<file path="config.mk">
export PLATFORM = sky130hd
export DESIGN_NAME = tmds_encoder
export DESIGN_NICKNAME = d
export VERILOG_FILES = /design/src/rtl/tmds_encoder.sv
export SDC_FILE = /design/constraint.sdc
export NUM_CORES = 1
export LEC_CHECK = 0
export ABC_AREA = 0
export ABC_CLOCK_PERIOD_IN_PS = 8300
export CORE_MARGIN = 2
export CORE_UTILIZATION = 45
export DETAILED_ROUTE_END_ITERATION = 10
export DONT_BUFFER_PORTS = 1
export PLACE_DENSITY = 0.63
export RECOVER_POWER = 50
export SYNTH_ARGS = -nofsm -noshare
export SYNTH_HDL_FRONTEND = slang
export SYNTH_SLANG_ARGS = --single-unit
export TNS_END_PERCENT = 1
</file>
<file path="constraint.sdc">
create_clock -name clk -period 8.3 [get_ports clk]
set_input_delay 0.83 -clock clk [delete_from_list [all_inputs] [get_ports clk]]
set_output_delay 0.83 -clock clk [all_outputs]
set_load 0.1 [all_outputs]
</file>
<file path="src/rtl/tmds_encoder.sv">
// rtl/tmds_encoder.sv - Two-stage DVI/HDMI TMDS 8b/10b encoder with running disparity.
// Optional input register stage enabled by defining TMDS_ENCODER_IN_REG_EN.
module tmds_encoder (
    input  logic       clk,
    input  logic       rst,
    input  logic [7:0] data_i,
    input  logic       vde_i,
    input  logic       c0_i,
    input  logic       c1_i,
    output logic [9:0] tmds_o
);

    logic [7:0] d_s;
    logic       vde_s;
    logic       c0_s;
    logic       c1_s;

`ifdef TMDS_ENCODER_IN_REG_EN
    always_ff @(posedge clk) begin
        if (rst) begin
            d_s   <= '0;
            vde_s <= 1'b0;
            c0_s  <= 1'b0;
            c1_s  <= 1'b0;
        end else begin
            d_s   <= data_i;
            vde_s <= vde_i;
            c0_s  <= c0_i;
            c1_s  <= c1_i;
        end
    end
`else
    assign d_s   = data_i;
    assign vde_s = vde_i;
    assign c0_s  = c0_i;
    assign c1_s  = c1_i;
`endif

    logic [3:0] n1d;
    logic       xnor_mode;
    logic [8:0] q_m_d;
    logic       acc;

    // Transition-minimising stage: chain XOR or XNOR across the byte
    always_comb begin
        n1d = '0;
        for (int i = 0; i < 8; i++) begin
            n1d = n1d + {3'b000, d_s[i]};
        end
        xnor_mode = (n1d > 4'd4) || ((n1d == 4'd4) && !d_s[0]);
        acc       = d_s[0];
        q_m_d     = '0;
        q_m_d[0]  = d_s[0];
        for (int i = 1; i < 8; i++) begin
            acc      = xnor_mode ? ~(acc ^ d_s[i]) : (acc ^ d_s[i]);
            q_m_d[i] = acc;
        end
        q_m_d[8] = ~xnor_mode;
    end

    logic [8:0] q_m;
    logic       vde_r;
    logic       c0_r;
    logic       c1_r;

    always_ff @(posedge clk) begin
        if (rst) begin
            q_m   <= '0;
            vde_r <= 1'b0;
            c0_r  <= 1'b0;
            c1_r  <= 1'b0;
        end else begin
            q_m   <= q_m_d;
            vde_r <= vde_s;
            c0_r  <= c0_s;
            c1_r  <= c1_s;
        end
    end

    logic signed [4:0] cnt;
    logic signed [4:0] cnt_d;
    logic signed [4:0] n1q;
    logic signed [4:0] n0q;
    logic signed [4:0] diff;
    logic        [9:0] tmds_d;

    // DC-balancing stage: invert or pass the byte to steer cnt toward zero
    always_comb begin
        n1q = '0;
        for (int i = 0; i < 8; i++) begin
            n1q = n1q + {4'b0000, q_m[i]};
        end
        n0q    = 5'sd8 - n1q;
        diff   = n1q - n0q;
        tmds_d = 10'h354;
        cnt_d  = 5'sd0;
        if (vde_r) begin
            if ((cnt == 5'sd0) || (n1q == n0q)) begin
                tmds_d = {~q_m[8], q_m[8], q_m[8] ? q_m[7:0] : ~q_m[7:0]};
                cnt_d  = q_m[8] ? (cnt + diff) : (cnt - diff);
            end else if (((cnt > 5'sd0) && (n1q > n0q)) || ((cnt < 5'sd0) && (n0q > n1q))) begin
                tmds_d = {1'b1, q_m[8], ~q_m[7:0]};
                cnt_d  = cnt + (q_m[8] ? 5'sd2 : 5'sd0) - diff;
            end else begin
                tmds_d = {1'b0, q_m[8], q_m[7:0]};
                cnt_d  = cnt + diff - (q_m[8] ? 5'sd0 : 5'sd2);
            end
        end else begin
            case ({c1_r, c0_r})
                2'b00:   tmds_d = 10'h354;
                2'b01:   tmds_d = 10'h0AB;
                2'b10:   tmds_d = 10'h154;
                default: tmds_d = 10'h2AB;
            endcase
        end
    end

    always_ff @(posedge clk) begin
        if (rst) begin
            tmds_o <= 10'h354;
            cnt    <= 5'sd0;
        end else begin
            tmds_o <= tmds_d;
            cnt    <= cnt_d;
        end
    end

endmodule

</file>
==> results.txt <==
The flow ran to the end, and the final reports show no timing, DRC or antenna violations. Count of flip-flops with a built-in enable after synthesis: 0. Buffers inserted during clock tree synthesis total 3. From synthesis to final layout, the design area changed by 4.386%. The root buffer cell chosen for the clock tree is clkbuf_8. The instance count of the mapped netlist is 237, and the TritonCTS sink count is 27. The finished cells cover 2233 sq um. For the worst setup path, the data arrival time is 4.67 ns. The total global routing track utilization was 15.25%; the number of detailed-routing iterations run before antenna repair was 4. On the worst path, the slowest cell contributes a delay of 0.55 ns. Kind of cell adding the most delay to the critical path: adder cells. For the maximum clock insertion buffer count, the log shows 2.

Count of warnings emitted by yosys: 0. TritonCTS built the clock tree. The first global-routing pass estimated 6.389 mm of wire. The x dimension of the die works out to 72.96 microns. By startpoint and endpoint, the worst setup path is classified as flip-flop to flip-flop.

In the routed design, unresolved DRC markers number 0. Summed over all layers, the routed wires come to 3.721 mm. The number of filler cells placed in the layout is 446.

Yosys attributes the largest share of cell area to dfxtp_1 25%, ha_1 14%, fa_1 11%. Across all register-to-register paths, the minimum setup slack is 3.82 ns. Clock-pin slew was measured on the worst setup and hold paths at 0.08 ns.

The maximum fanout count along the critical path is 6, and the async set-or-reset flop fraction in the synthesized netlist is 0%. The library cells used most frequently in the layout, excluding fill and tap cells, are 40 x inv_1, 27 x dfxtp_1, 24 x ha_1, 16 x a21oi_1, 15 x nor2_1. Gates resized during post-CTS repair numbered 0. The logs give 0 for the max-cap violation count and 0.2230 GHz for the achievable frequency.

The worst register-to-register path begins at q_m[0]. Leaving out fill and tap cells, the most frequent cell in the layout is inv_1. The tools report the half-perimeter wire length of the detailed placement result as 3.147 mm. The area of the die came out at 5322 sq um.

The actual slew at the worst max-slew pin was 0.9411 ns; the final estimated routing congestion in global placement was 0.8310. The run gives 0 ns as the total negative slack for setup checks. The critical path goes through inv_1 > fa_1 > fa_1 > fa_1 > inv_1 > ha_1 > fa_1 > ha_1 > inv_1 > ha_1 > nand2b_1 > a21oi_1 > or3_1 > a32o_1 > a311oi_1.

STA classifies the critical path endpoint as a flip-flop. The count of standard-cell rows was 25. Y dimension of the die: 72.96 microns.

The synthesized design devotes to its leading area cell type 25.26% of total area. Counting distinct cell types in the post-synthesis netlist gives 40. The cell area that synthesis handed to floorplanning was 2140 sq um.

Buffer and inverter count on the worst path: 3. The fraction of layout instances using a drive strength above 1 works out to 4.661%. For this block, the via count after detailed routing is 1469. Sequential cells were found to cover 25.26% of the synthesized design area.

The logs give 22 for the pin count of the biggest net entering global routing and 1 for the number of H-tree branching levels. The initial antenna violation count is 0. Cell repeated most along the worst path: fa_1.

Detail-routed net length per standard cell: 12.83 microns. The tools report the end of the worst register-to-register path as cnt[4]. In this run the cell area measured after placement is 2188 sq um.

For the worst setup path, the data required time is 8.48 ns. The worst hold path begins at cnt[0]. Max-slew violation count: 0.

The synthesis-stage register bit count was 27. The largest total area in the synthesized netlist belongs to dfxtp_1. Of the available clock period, the critical path in the final layout requires 54.03%. Using the TritonRoute via totals, the vias-per-cell ratio works out to 5.066. Setup violations remaining at the end of the flow were counted as 0. The count of buffers added on input and output ports is 0. The path with the worst hold slack has its endpoint at cnt[0]. Setup repair after global routing left no endpoint under its margin. Pin placement for this block handled 23 I/O pins. The logs give 1356 for the via count of the first global-routing pass and 4661 sq um for the area of the placeable core. The count of nets left with antenna violations once routing finished came out at 0. For the number of DRC markers in iteration 0, the log shows 73. The dominant register cell in the synthesized netlist was dfxtp_1. For this configuration, the core starts out at a cell density of 45.91%. Net count of the mapped netlist: 286. The shortest period the worst path allows is 4.484 ns, and the antenna diode instance count is 0. Number of logic stages on the critical path including buffering: 15. The worst setup path is launched from a flip-flop. The worst register-to-register path has a depth of 15. The run gives 0 as the final global-route overflow total. The slowest cell on the critical path is fa_1.

Number of buffers inserted to repair setup after CTS: 0. The tools report the final number of hold-violating endpoints as 0. Measured against its own limit, the worst slew margin works out to 37.18%. The clock tree skew after final layout is 0.002731 ns.

The number of buffers added to fix hold violations after cts was 0; the insertion delay to the later sink of the worst-skew pair was 0.27 ns. The mean instance size in the synthesized netlist works out to 9.028 sq um. Number of nets in the layout: 286. The path class of the tightest hold or removal check is flip-flop to flip-flop.

The cell depth of the worst min-delay path came out at 1.
[registers in the layout, summed over array words and instances, names as in the netlist]
name / flops
tmds_o: 10
q_m: 9
cnt: 5
c0_r: 1
c1_r: 1
vde_r: 1
[Yosys cell counts (all sizes together) (2+ instances only)]
| cell type | number |
|---|---|
| a21oi | 17 |
| nand3 | 4 |
| a21o | 2 |
| fa | 12 |
| o311ai | 2 |
| xor2 | 6 |
| nor2b | 12 |
| or3 | 2 |
| dfxtp | 27 |
| nand2 | 10 |
| and2 | 3 |
| xnor2 | 14 |
| inv | 40 |
| o21ai | 9 |
| nor3b | 3 |
| a311o | 3 |
| nand2b | 3 |
| a211oi | 6 |
| nor2 | 15 |
| ha | 24 |
| clkbuf | 5 |
| xnor3 | 2 |
| nor3 | 2 |
| or2 | 3 |
[layout make-up]
cell class	instances	area, sq um	share of cell area (%)
Clock buffer	4	45.04	2.017
Multi-Input combinational cell	165	1430	64.03
Sequential cell	27	540.5	24.20
Inverter	40	150.1	6.723
Tap cell	54	67.56	3.025
[kinds of logic after synthesis]
kind of cell | share of synthesized area [%]
simple gates | 14.62
xor+xnor | 11.40
mux | 0.4679
buf+inv | 7.895
compound gates | 15.09
fa+ha+maj | 25.26
flops | 25.26
[stage by stage]
step	instances	util, %	setup WS [ns]	hold WS [ns]
after global placement	286	46.95	3.889	0.4474
after global routing	290	47.92	3.667	0.5150
after CTS	290	47.92	3.786	0.4763
final	290	47.92	3.816	0.4791
after detailed placement	286	46.95	3.797	0.4507
after floorplan	237	-	4.029	0.4318
[layer usage]
metal / global-route usage (%) / up-vias / wire length [microns]
met5: 0 / - / 0
met4: 3.086 / 0 / 42
met3: 3.315 / 4 / 169
met2: 22.22 / 34 / 1596
met1: 23.13 / 665 / 1913
li1: - / 766 / -
[worst max-delay path by stage]
stage                     startpoint     end  slack [ns]
after floorplan               q_m[0]  cnt[4]        4.03
after global placement        q_m[0]  cnt[4]        3.89
after detailed placement      q_m[0]  cnt[4]        3.80
after CTS                     q_m[0]  cnt[4]        3.79
after global routing          q_m[0]  cnt[4]        3.67
final                         q_m[0]  cnt[4]        3.82
Power is not shown: default switching activity piles up to over one toggle a cycle in this logic, so the estimate is an artifact.
